$ cat src/rtl/riscv_pkg.sv
// riscv_pkg: ALU opcodes and forward-select codes shared by decode, hazard and execute
package riscv_pkg;
    localparam logic [2:0] ALU_ADD = 3'b000;
    localparam logic [2:0] ALU_SUB = 3'b001;
    localparam logic [2:0] ALU_AND = 3'b010;
    localparam logic [2:0] ALU_OR  = 3'b011;
    localparam logic [2:0] ALU_XOR = 3'b100;
    localparam logic [2:0] ALU_SLT = 3'b101;
    localparam logic [1:0] FWD_RF  = 2'b00;
    localparam logic [1:0] FWD_WB  = 2'b01;
    localparam logic [1:0] FWD_MEM = 2'b10;
endpackage

$ cat src/rtl/alu.sv
// alu: combinational integer ALU with zero flag; undefined opcodes yield 0
module alu
    import riscv_pkg::*;
#(
    parameter int XLEN = 32
) (
    input  logic [XLEN-1:0] A,
    input  logic [XLEN-1:0] B,
    input  logic [2:0]      ALUControl,
    output logic [XLEN-1:0] Result,
    output logic            Zero
);
    always_comb begin
        Result = ALUControl == ALU_ADD ? A + B :
                 ALUControl == ALU_SUB ? A - B :
                 ALUControl == ALU_AND ? A & B :
                 ALUControl == ALU_OR  ? A | B :
                 ALUControl == ALU_XOR ? A ^ B :
                 ALUControl == ALU_SLT ? XLEN'($signed(A) < $signed(B)) : '0;
        Zero = ~|Result;
    end
endmodule

$ cat src/rtl/execute_cycle.sv
// execute_cycle: operand forwarding, ALU, beq resolution and the EX/MEM register
module execute_cycle
    import riscv_pkg::*;
#(
    parameter int XLEN = 32,
    parameter int RW   = 5
) (
    input  logic            clk,
    input  logic            rst,
    input  logic            RegWriteE,
    input  logic            ALUSrcE,
    input  logic            MemWriteE,
    input  logic            ResultSrcE,
    input  logic            BranchE,
    input  logic [2:0]      ALUControlE,
    input  logic [XLEN-1:0] RD1_E,
    input  logic [XLEN-1:0] RD2_E,
    input  logic [XLEN-1:0] Imm_Ext_E,
    input  logic [XLEN-1:0] PCE,
    input  logic [XLEN-1:0] PCPlus4E,
    input  logic [RW-1:0]   RD_E,
    input  logic [1:0]      ForwardA_E,
    input  logic [1:0]      ForwardB_E,
    input  logic [XLEN-1:0] ResultW,
    input  logic            StallM,
    input  logic            FlushM,
    output logic            PCSrcE,
    output logic [XLEN-1:0] PCTargetE,
    output logic            RegWriteM,
    output logic            MemWriteM,
    output logic            ResultSrcM,
    output logic [XLEN-1:0] ALUResultM,
    output logic [XLEN-1:0] WriteDataM,
    output logic [XLEN-1:0] PCPlus4M,
    output logic [RW-1:0]   RD_M
);
    logic [XLEN-1:0] src_a, src_b_fwd, src_b, alu_result;
    logic            zero;

    // select code 11 is unused by the hazard unit and falls back to the register file
    always_comb begin
        src_a     = ForwardA_E == FWD_WB ? ResultW : ForwardA_E == FWD_MEM ? ALUResultM : RD1_E;
        src_b_fwd = ForwardB_E == FWD_WB ? ResultW : ForwardB_E == FWD_MEM ? ALUResultM : RD2_E;
        src_b     = ALUSrcE ? Imm_Ext_E : src_b_fwd;
        PCSrcE    = BranchE & zero;
        PCTargetE = PCE + Imm_Ext_E;
    end

    alu #(.XLEN(XLEN)) u_alu (
        .A(src_a),
        .B(src_b),
        .ALUControl(ALUControlE),
        .Result(alu_result),
        .Zero(zero)
    );

    // flush beats stall: the bubble drops its side effects but still loads data fields
    always_ff @(posedge clk) begin
        if (!rst) begin
            RegWriteM  <= 1'b0;
            MemWriteM  <= 1'b0;
            ResultSrcM <= 1'b0;
            ALUResultM <= '0;
            WriteDataM <= '0;
            PCPlus4M   <= '0;
            RD_M       <= '0;
        end else if (FlushM || !StallM) begin
            RegWriteM  <= RegWriteE & ~FlushM;
            MemWriteM  <= MemWriteE & ~FlushM;
            ResultSrcM <= ResultSrcE & ~FlushM;
            ALUResultM <= alu_result;
            WriteDataM <= src_b_fwd;
            PCPlus4M   <= PCPlus4E;
            RD_M       <= RD_E;
        end
    end
endmodule

$ cat config.mk
export PLATFORM = sky130hd
export DESIGN_NAME = execute_cycle
export DESIGN_NICKNAME = d
export VERILOG_FILES = /design/src/rtl/riscv_pkg.sv /design/src/rtl/alu.sv /design/src/rtl/execute_cycle.sv
export SDC_FILE = /design/constraint.sdc
export NUM_CORES = 1
export LEC_CHECK = 0
export CORE_MARGIN = 2
export CORE_UTILIZATION = 46
export CTS_BUF_LIST = sky130_fd_sc_hd__clkbuf_16
export DETAILED_ROUTE_END_ITERATION = 8
export PLACE_DENSITY = 0.79
export REMOVE_ABC_BUFFERS = 1
export SYNTH_ARGS = -nofsm -noshare
export SYNTH_HDL_FRONTEND = slang
export SYNTH_SLANG_ARGS = --single-unit
$ cat constraint.sdc
create_clock -name clk -period 5.7 [get_ports clk]
set_input_delay 0.855 -clock clk [delete_from_list [all_inputs] [get_ports clk]]
set_output_delay 0.855 -clock clk [all_outputs]
set_load 0.005 [all_outputs]
* Word-level counts from Yosys, hierarchy flattened
Cells that the tools add are included.
Word-level totals: bits of input ports 213, output and inout bits 137, logic and storage cells 44, bits in registers 104
Cells by class: multiplexer cells 11, bitwise operators 8, eq/ne operators 9, $lt $le $gt $ge 1, add/subtract/negate cells 3, reductions and logical operators 5
Operators by type and width (count):
- $mux W32 | 10
- $add A32 B32 Y32 | 2
- $and A32 B32 Y32 | 1
- $lt A32 B32 Y1 | 1
- $or A32 B32 Y32 | 1
- $reduce_or A32 Y1 | 1
- $sub A32 B32 Y32 | 1
- $xor A32 B32 Y32 | 1
- $eq A3 B2 Y1 const B | 2
- $eq A3 B3 Y1 const B | 2
- $and A1 B1 Y1 | 4
- $eq A2 B1 Y1 const B | 2
- $eq A2 B2 Y1 const B | 2
- $eq A3 B1 Y1 const B | 1
- $logic_not A3 Y1 | 1
- $logic_not A1 Y1 | 2
- $logic_or A1 B1 Y1 | 1
- $mux W1 | 1
- $not A1 Y1 | 1

* Logic depth before layout (Yosys ltp)
Gate-level depths: netlist (run 1).
word-level depth 14, gate-level depth with buffers 20, depth with buffers taken out 18

* By module
From an unflattened synthesis (run 1), not the netlist that was laid out.
Second synthesis, totals: cells, all modules 1885, area total of the unflattened synthesis 13287.7 µm²
Modules (own cells, without submodules):
- execute_cycle | area each 7786.2 µm², cells an instance 1042, times used 1, seq. area each 2082.0 µm²
- alu | area each 5501.5 µm², cells an instance 843, times used 1, seq. area each 0.0 µm²

* Least setup slack after synthesis (run 1)
OpenSTA, ideal clock, no wires.
path kind input port to output port, from input port ForwardB_E[1], to output port PCSrcE, arrival time 5.008 ns, cell stages on the path 17, setup slack -0.163 ns, data required time 4.845 ns, buffers on the path 2, cells stage by stage clkbuf_1 buf_1 mux2_2 o21ai_0 o21ai_0 ha_1 or2_4 a2111o_1 a21boi_4 o21ai_2 a2111oi_4 nor2_2 o41ai_4 mux2i_1 xnor2_2 o2111ai_1 nor4_2
On the way: longest elaborated chain between the ends 14, elaborated cells on any way between the ends 20, classes of those cells add/sub (2); order compare (1); eq/ne (2); mux (9); bitwise (4); reduce/logical (2)
Ends and longest elaborated chain:
- from (decl) | line execute_cycle.sv:23 | input logic [1:0] ForwardB_E,
- $eq A2 B2 Y1 | line execute_cycle.sv:43 | src_b_fwd = ForwardB_E == FWD_WB ? ResultW : ForwardB_E == FWD_MEM ? ALUResultM : RD2_E;
- $mux W32 | line execute_cycle.sv:43
- $mux W32 (*) | line execute_cycle.sv:43
- $mux W32 (*) | line execute_cycle.sv:44 | src_b = ALUSrcE ? Imm_Ext_E : src_b_fwd;
- $lt A32 B32 Y1 | line alu.sv:19 | ALUControl == ALU_SLT ? XLEN'($signed(A) < $signed(B)) : '0;
- $mux W1 | line alu.sv:19
- $mux W32 | line alu.sv:18 | ALUControl == ALU_XOR ? A ^ B :
- $mux W32 | line alu.sv:17 | ALUControl == ALU_OR ? A | B :
- $mux W32 | line alu.sv:16 | ALUControl == ALU_AND ? A & B :
- $mux W32 | line alu.sv:15 | ALUControl == ALU_SUB ? A - B :
- $mux W32 (*) | line alu.sv:14 | Result = ALUControl == ALU_ADD ? A + B :
- $reduce_or A32 Y1 (*) | line alu.sv:20 | Zero = ~|Result;
- $logic_not A1 Y1 (*) | line alu.sv:20
- $and A1 B1 Y1 (*) | line execute_cycle.sv:45 | PCSrcE = BranchE & zero;
- to (decl) | line execute_cycle.sv:27 | output logic PCSrcE,
Mark *: on every way between the ends. The rest lies on a longest branch, timed or not.

* Worst setup path after layout (run 1)
Ends and elaborated chain as after synthesis.

==> results.md, run 1 <==
- Mean Syn Cell Area: approximately 7 sq um
- Area grow syn2layout: 67.3%
- Cts bufs inserted: 9
- Root Buffer: clkbuf_16
- Max VDD drop: 0.212 mV
- Die W: ~170 um
- H-Tree Depth: 3
- Dpl cells: between 2000 and 3000
- # setup viols final: 1
- Pwr Density: roughly 220 nW/um^2
- Yosys Warn Count: 0
- Pre-antenna DRT Iters: 7
- Number of global-route vias before repair: about 18000
- I/O Pins: 350
- EDFF count, synth: 0
- Hold path depth: 2
- Buffers on Ports: 349
- Final non-filler cell total: 3037
- Core area: 28500 sq um
- Pin count of the biggest net entering global routing: 63
- Largest stage delay, worst path: 0.44 ns
- Worst reg-to-reg setup slack: around 1.5 ns
- Share of cells above drive strength 1: 0.299
- Antenna diode count: 0
- FF-to-FF Start: ALUResultM[2]
- Kind of cell adding the most delay to the critical path: compound AO/OA/AOI/OAI gates
- Fin Setup TNS: -0.241 ns
- Relative slew margins: 0.334
- Buf/Inv on CP: 6
- Routed WL: 68.0 mm
- CP Launch Type: input pin
- R2R Path End: ALUResultM[31]
- Highest Signal Layer: met4
- Top_reg_cell synth: dfxtp_1
- Final hold viol count: 0
- Static Leakage: 10.1 nW
- Outcome: complete, but fails checks
- Most frequent cells in the layout: buf_4 (506), clkdlybuf4s50_1 (323), nand2_1 (246), nor2_1 (193), a21oi_1 (181)
- Gpl congestion: about 1.1
- Max-slew violation count: 0
- Crit path top cell by count: buf_6
- Cell Area, Synth: between 10000 and 15000 sq um
- Clock transition at path regs: 0.09 ns
- Netlist cell types: slightly above 90
- WL/cell: about 22 um
- Max Clock Freq: 168 MHz
- Initial core utilization: 0.464
- Metal3 WL: around 7 mm
- Via Count: approximately 18000
- Seq/Total Area, Yosys: 0.157
- Critical-path cell list: buf_16, buf_6, buf_6, mux2i_1, nand2_1, o21ai_4, o21a_4, buf_6, ha_4, and2b_4, a2111o_1, a21boi_4, buf_6, o311ai_4, a221oi_2, o211ai_1, and4b_1, nand4_1, nor3_2, nand4_1, nor4_2, buf_2
- Number of clock sinks: 104
- Clk_lat worst skew: just over 0.4 ns
- Worst min-delay path class: register to register
- Clock Skews: about 0.017 ns
- Minimum clock period: about 5.9 ns
- Number of DRC violations after detailed-routing iteration 0: 1908
- Via/cell ratio: approximately 6.0
- Die height: 174 um
- CTS tree: built
- Die area: 30100 sq um
- Grt total ovfl: 0
- Failing checks: negative setup slack
- Crit path max fanout: 7
- RSZ-0062 raised after global routing: true
- Fin crit share: 1.04
- Worst Tran Pin Value: between 0.9 and 1 ns
- Slowest stage cell, crit path: a2111o_1
- Final ANT Viol Nets: 0
- Worst Hold Path EP: PCPlus4M[22]
- Reg2reg path depth: 19
- Max clock buf depth: 2
- Initial antenna violation count: 0
- Post-Route M1 WL: around 28 mm
- Hold Startpoint: PCPlus4M[22]
- Crit. End Element: primary output
- Async S/R FF share, synth: 0
- Cell count after synthesis: roughly 1900
- Worst EP arrival: around 5 ns
- Max-Cap Viols: 0
- HPWL Detailed: around 51 mm
- Cell Rows: just over 60
- Layout Nets: around 3000
- Drt drc: 0
- DR WL met2: between 30 and 40 mm
- Synthesized flop and latch total: roughly 100
- Commonest non-fill, non-tap cell in the layout: buf_4
- First-pass GRT wire length: just under 100 mm
- GRT Overall Usage: 0.416
- Worst EP required: approximately 4.9 ns
- Final worst-path setup slack: -0.241 ns
- Kind of critical path: input pin to primary output
per-layer routing:
metal  global-route usage  vias up
li1                     -     8236
met1                0.556     8729
met2                0.659     1124
met3               0.0678      216
met4                0.186        0
met5                    0        -
synthesized netlist by cell type (all sizes together), types with 25 or more instances:
master    n  area share
nand2   249       0.071
a21oi   199       0.075
nor2    195       0.056
o21ai   169       0.065
ha      127        0.12
inv     116       0.033
dfxtp   104        0.16
clkbuf   88       0.025
mux2i    75       0.057
mux2     67       0.057
a211oi   37       0.022
buf      36       0.014
xnor2    32       0.022
nor3     30       0.011
nand3    27       0.010
nand2b   25       0.012
how the worst max path moves through the flow:
stage                  start        endpoint  slack, ns  cells past startpoint
3_5_place_dp   ForwardB_E[1]          PCSrcE      -1.05                     18
2_1_floorplan         FlushM  ALUResultM[14]       0.29                      3
4_1_cts        ForwardB_E[1]          PCSrcE      -0.10                     20
6_report       ForwardB_E[1]          PCSrcE      -0.24                     22
5_1_grt        ForwardB_E[1]          PCSrcE      -0.41                     22
3_3_place_gp   ForwardB_E[1]          PCSrcE      -1.01                     18
layout make-up:
class	instances	area (sq um)
clock inverter	7	76.3
sequential	104	2080
multi-input combinational	1540	11200
timing repair buffer	876	7650
tap	384	480
inverter	117	443
fill	2018	6350
clock buffer	9	225
cell families after synthesis:
kind of cell	Yosys count	share of synthesized area
fa+ha+maj	130	0.125
compound gates	622	0.304
xor+xnor	40	0.0271
buf+inv	241	0.0724
mux	142	0.114
flops	104	0.157
simple gates	606	0.201
what timing repair did:
item	4_1_cts	5_1_grt
gates resized for setup	168	138
endpoints found under the setup margin	5	9
pin swaps	59	77
cloned	0	1
hold endpoints to repair	0	0
setup buffers	26	24
hold buffers	0	0
flip-flops by register name, indices dropped and copies added, names as in the netlist:
| register | flops |
|---|---|
| ALUResultM | 32 |
| ResultSrcM | 1 |
| MemWriteM | 1 |
| RD_M | 5 |
| RegWriteM | 1 |
| PCPlus4M | 32 |
| WriteDataM | 32 |
per-stage QoR:
step           hold WS (ns)  setup WS [ns]  total power [W]  utilization  instance area (sq um)
2_1_floorplan         0.448          0.291          0.00210            -                  12700
3_3_place_gp          0.437          -1.01          0.00360        0.713                  20300
3_5_place_dp          0.442          -1.05          0.00365        0.713                  20300
4_1_cts               0.454         -0.101          0.00453        0.750                  21400
5_1_grt               0.469         -0.410          0.00502        0.777                  22100
6_report              0.454         -0.241          0.00482        0.777                  22100
where the power goes:
part,internal (W),switching (W)
logic,0.00164,0.00161
clock network,0.000312,0.000401
registers,0.000793,0.0000592
worst reg2reg max path: stages, from the launching register on:
cell and delay [ns]:
dfxtp_1 0.37, mux2_4 0.30, o21ai_4 0.17, o21a_4 0.18
buf_6 0.12, ha_4 0.16, and2b_4 0.20, a2111o_1 0.45
a21boi_4 0.26, o21ai_4 0.11, a2111oi_4 0.39, buf_4 0.19
nor2_4 0.04, o41ai_4 0.19, buf_4 0.21, a311oi_4 0.11
o221a_1 0.26, buf_4 0.14, o21a_1 0.19, a21oi_1 0.12
No activity file was read; power rests on OpenSTA's default activity.
==> inputs of run 2 (changes only) <==
--- a/config.mk
+++ b/config.mk
@@ -5,11 +5,14 @@
 export SDC_FILE = /design/constraint.sdc
 export NUM_CORES = 1
 export LEC_CHECK = 0
+export ABC_AREA = 1
 export CORE_MARGIN = 2
 export CORE_UTILIZATION = 46
 export CTS_BUF_LIST = sky130_fd_sc_hd__clkbuf_16
+export CTS_CLUSTER_SIZE = 10
 export DETAILED_ROUTE_END_ITERATION = 8
-export PLACE_DENSITY = 0.79
+export HOLD_SLACK_MARGIN = 0.15
+export PLACE_DENSITY = 0.8
 export REMOVE_ABC_BUFFERS = 1
 export SYNTH_ARGS = -nofsm -noshare
 export SYNTH_HDL_FRONTEND = slang
==> run 2 against run 1 <==
- the flow now finishes without violations
- synthesized cell count rose by 18%
- first-iteration DRC count rose by 19%
- largest power group unchanged
- maximum frequency rose by 5.7%
- global-route usage fell by 0.77 points
- critical path depth rose by 4
- design area fell by 5.9%
- clock power fell by 1%
==> results.md, run 2 <==
- Outcome: finished clean
- Placed instance area: 19500 sq um (-3.7%)
- Pre-antenna DRT Iters: 6 (-1)
- First-pass GRT wire length: 93.0 mm (-5.3%)
- Commonest non-fill, non-tap cell in the layout: nand2_1
- WL/cell: 19.8 um (-11%)
- Minimum clock period: 5.62 ns (-0.319 ns)
- Number of global-route vias before repair: 17142 (-2.6%)
- Share of cells above drive strength 1: 0.216 (-0.0820)
- Drt drc: 0 (unchanged)
- CP Launch Type: input pin
- Root Buffer: clkbuf_16
- Kind of critical path: input pin to primary output
- # setup viols final: 0 (-1)
- Crit. End Element: primary output
- Area grow syn2layout: 60.2%
- Netlist cell types: 47 (-49%)
- H-Tree Depth: 3 (unchanged)
- Via/cell ratio: 5.65 (-6.3%)
- Top_reg_cell synth: dfxtp_1
- Max-slew violation count: 0 (unchanged)
- Final instance area: 20800 sq um (-5.9%)
- Pin count of the biggest net entering global routing: 94 (+49%)
- Initial antenna violation count: 1 (+1)
- Fin crit share: 0.986 (-0.0559)
- Cts bufs inserted: 9 (unchanged)
- Max Clock Freq: 178 MHz (+5.7%)
- Initial core utilization: 0.468 (+0.00344)
- Clk_lat worst skew: 0.38 ns (-0.03 ns)
- Cell Rows: 61 (-1.6%)
- GRT Overall Usage: 0.408 (-0.00766)
- HPWL Detailed: 52.1 mm (+2.6%)
- Final ANT Viol Nets: 0 (unchanged)
- Die W: 172 um (-0.83%)
- Routed WL: 65.2 mm (-4.1%)
- Max VDD drop: 0.151 mV (-29%)
- Worst min-delay path class: register to register
- Number of clock sinks: 104 (unchanged)
- Die height: 172 um (-0.83%)
- I/O Pins: 350 (unchanged)
- Most frequent cells in the layout: nand2_1 (455), buf_4 (391), clkdlybuf4s50_1 (344), inv_1 (319), nor2_1 (208)
- Pwr Density: 215 nW/um^2 (-1.3%)
- Number of fill cells: 2216 (+9.8%)
- Worst EP required: 4.85 ns (about the same)
- EDFF count, synth: 0 (unchanged)
- Cell count after synthesis: 2233 (+18%)
- Relative slew margins: 0.391 (+0.0564)
- Final non-filler cell total: 3289 (+8.3%)
- Clock transition at path regs: 0.09 ns (about the same)
- CTS tree: built
- Static Leakage: 10.3 nW (+2.0%)
- Hold_buf cts: 0 (unchanged)
- Layout Nets: 3248 (+8.6%)
- Worst Tran Pin Value: 0.914 ns (-0.0825 ns)
- Core area: 27800 sq um (-2.4%)
- Synth cell count leaders: nand2_1 (474), inv_1 (322), nor2_1 (243), o21ai_0 (224), nand3_1 (175)
- Async S/R FF share, synth: 0 (unchanged)
- Setup crit start: ForwardB_E[1]
- Fin Setup TNS: 0 ns (+0.241 ns)
- Synthesized flop and latch total: 104 (unchanged)
- Final worst-path setup slack: 0.0775 ns (+0.319 ns)
- Gpl congestion: 1.11 (+5.7%)
- Buffers on Ports: 349 (unchanged)
- Crit path max fanout: 14 (+7)
- Top cells by area, synth: dfxtp_1 (16%), nand2_1 (14%), ha_1 (12%)
- Via Count: 18567 (+1.4%)
- PnR Total Power: 0.00448 W (-7.1%)
- Mean Syn Cell Area: 5.82 sq um (-17%)
- Final hold viol count: 0 (unchanged)
- Number of DRC violations after detailed-routing iteration 0: 2261 (+19%)
- Area leader, netlist: dfxtp_1
- Die area: 29600 sq um (-1.7%)
- Top cell type's share of synthesized area: 0.160 (+0.00271)
- Clock Skews: 0.0100 ns (-0.00686 ns)
- Worst EP arrival: 4.77 ns (-0.32 ns)
- Dpl cells: 3247 (+9.3%)
- Yosys Warn Count: 0 (unchanged)
- FF-to-FF Start: ALUResultM[12]
- Seq/Total Area, Yosys: 0.160 (+0.00271)
- Cell Area, Synth: 13000 sq um (-1.7%)
- Max-Cap Viols: 0 (unchanged)
- Count leader, synth: nand2_1
- Hold Startpoint: PCPlus4M[20]
- Max clock buf depth: 2 (unchanged)
- Largest regs: ALUResultM: 32 flops, PCPlus4M: 32 flops, WriteDataM: 32 flops
- Grt total ovfl: 0 (unchanged)
- Pre-CTS setup slack: -0.562 ns (+0.492 ns)
==> run 2: cells by family (layout without fill, tap and decap cells) <==
logic type | Yosys count | count (layout) | synth area share
simple gates | 983 | 983 | 0.318
compound gates | 556 | 556 | 0.243
buf+inv | 427 | 1104 | 0.129
fa+ha+maj | 130 | 130 | 0.127
flops | 104 | 104 | 0.160
xor+xnor | 33 | 33 | 0.0222
other cells | 0 | 1 | 0
==> run 2: per-stage QoR <==
| stage | hold WS (ns) | util |
|---|---|---|
| finish | 0.493 | 0.749 |
| global route | 0.508 | 0.749 |
| CTS | 0.492 | 0.718 |
| detailed placement | 0.472 | 0.704 |
| global placement | 0.463 | 0.704 |
| floorplan | 0.479 | - |
==> run 2: timing repair <==
item	in CTS	in global routing
endpoints found under the hold margin	0	0
pin swaps	4	43
setup buffers	1	22
endpoints found under the setup margin	1	1
resized for setup	36	208
cloned	0	2
==> run 2: worst max-delay path, stage by stage <==
cell and delay [ns]:
clkdlybuf4s50_1 0.46, inv_1 0.08, nor2_4 0.22, inv_4 0.06
buf_6 0.16, nand2_1 0.10, nand3_1 0.09, o21ai_2 0.08
o21ai_1 0.08, buf_4 0.16, ha_2 0.21, fa_2 0.42
nand2_2 0.09, nand2_2 0.08, nand3b_1 0.13, nand2_1 0.11
nand2_2 0.12, nand2_2 0.11, a21oi_4 0.22, nand2_1 0.07
nand3_1 0.09, nand3_1 0.14, nor2_2 0.20, nand4_1 0.12
nor2_1 0.13, buf_2 0.16
==> run 2: cell type report <==
class	instances	area [sq um]	share of cell area
Multi-Input combinational cell	1702	9950	0.478
Timing Repair Buffer	757	6750	0.324
Sequential cell	104	2080	0.100
Inverter	331	1250	0.0599
Tap cell	378	473	0.0227
Clock buffer	9	225	0.0108
Clock inverter	7	86.3	0.00415
Antenna cell	1	2.50	0.000120
==> run 2: power by group <==
part	internal (W)	switching [W]
Clock	0.000318	0.000387
Sequential	0.000791	0.0000514
Combinational	0.00137	0.00156
==> run 2: per-layer routing <==
layer	track usage	up-vias	wire (um)
met4	0.119	0	2220
met5	0	-	0
met3	0.127	168	8820
li1	-	8666	-
met1	0.539	8566	25600
met2	0.639	1167	28600
==> run 2: final timing paths <==
check	end	slack [ns]	cells after the start
setup / recovery	PCSrcE	0.08	26
hold / removal	PCPlus4M[20]	0.49	2
setup reg to reg	ALUResultM[21]	2.38	24
hold reg to reg	PCPlus4M[20]	0.49	2
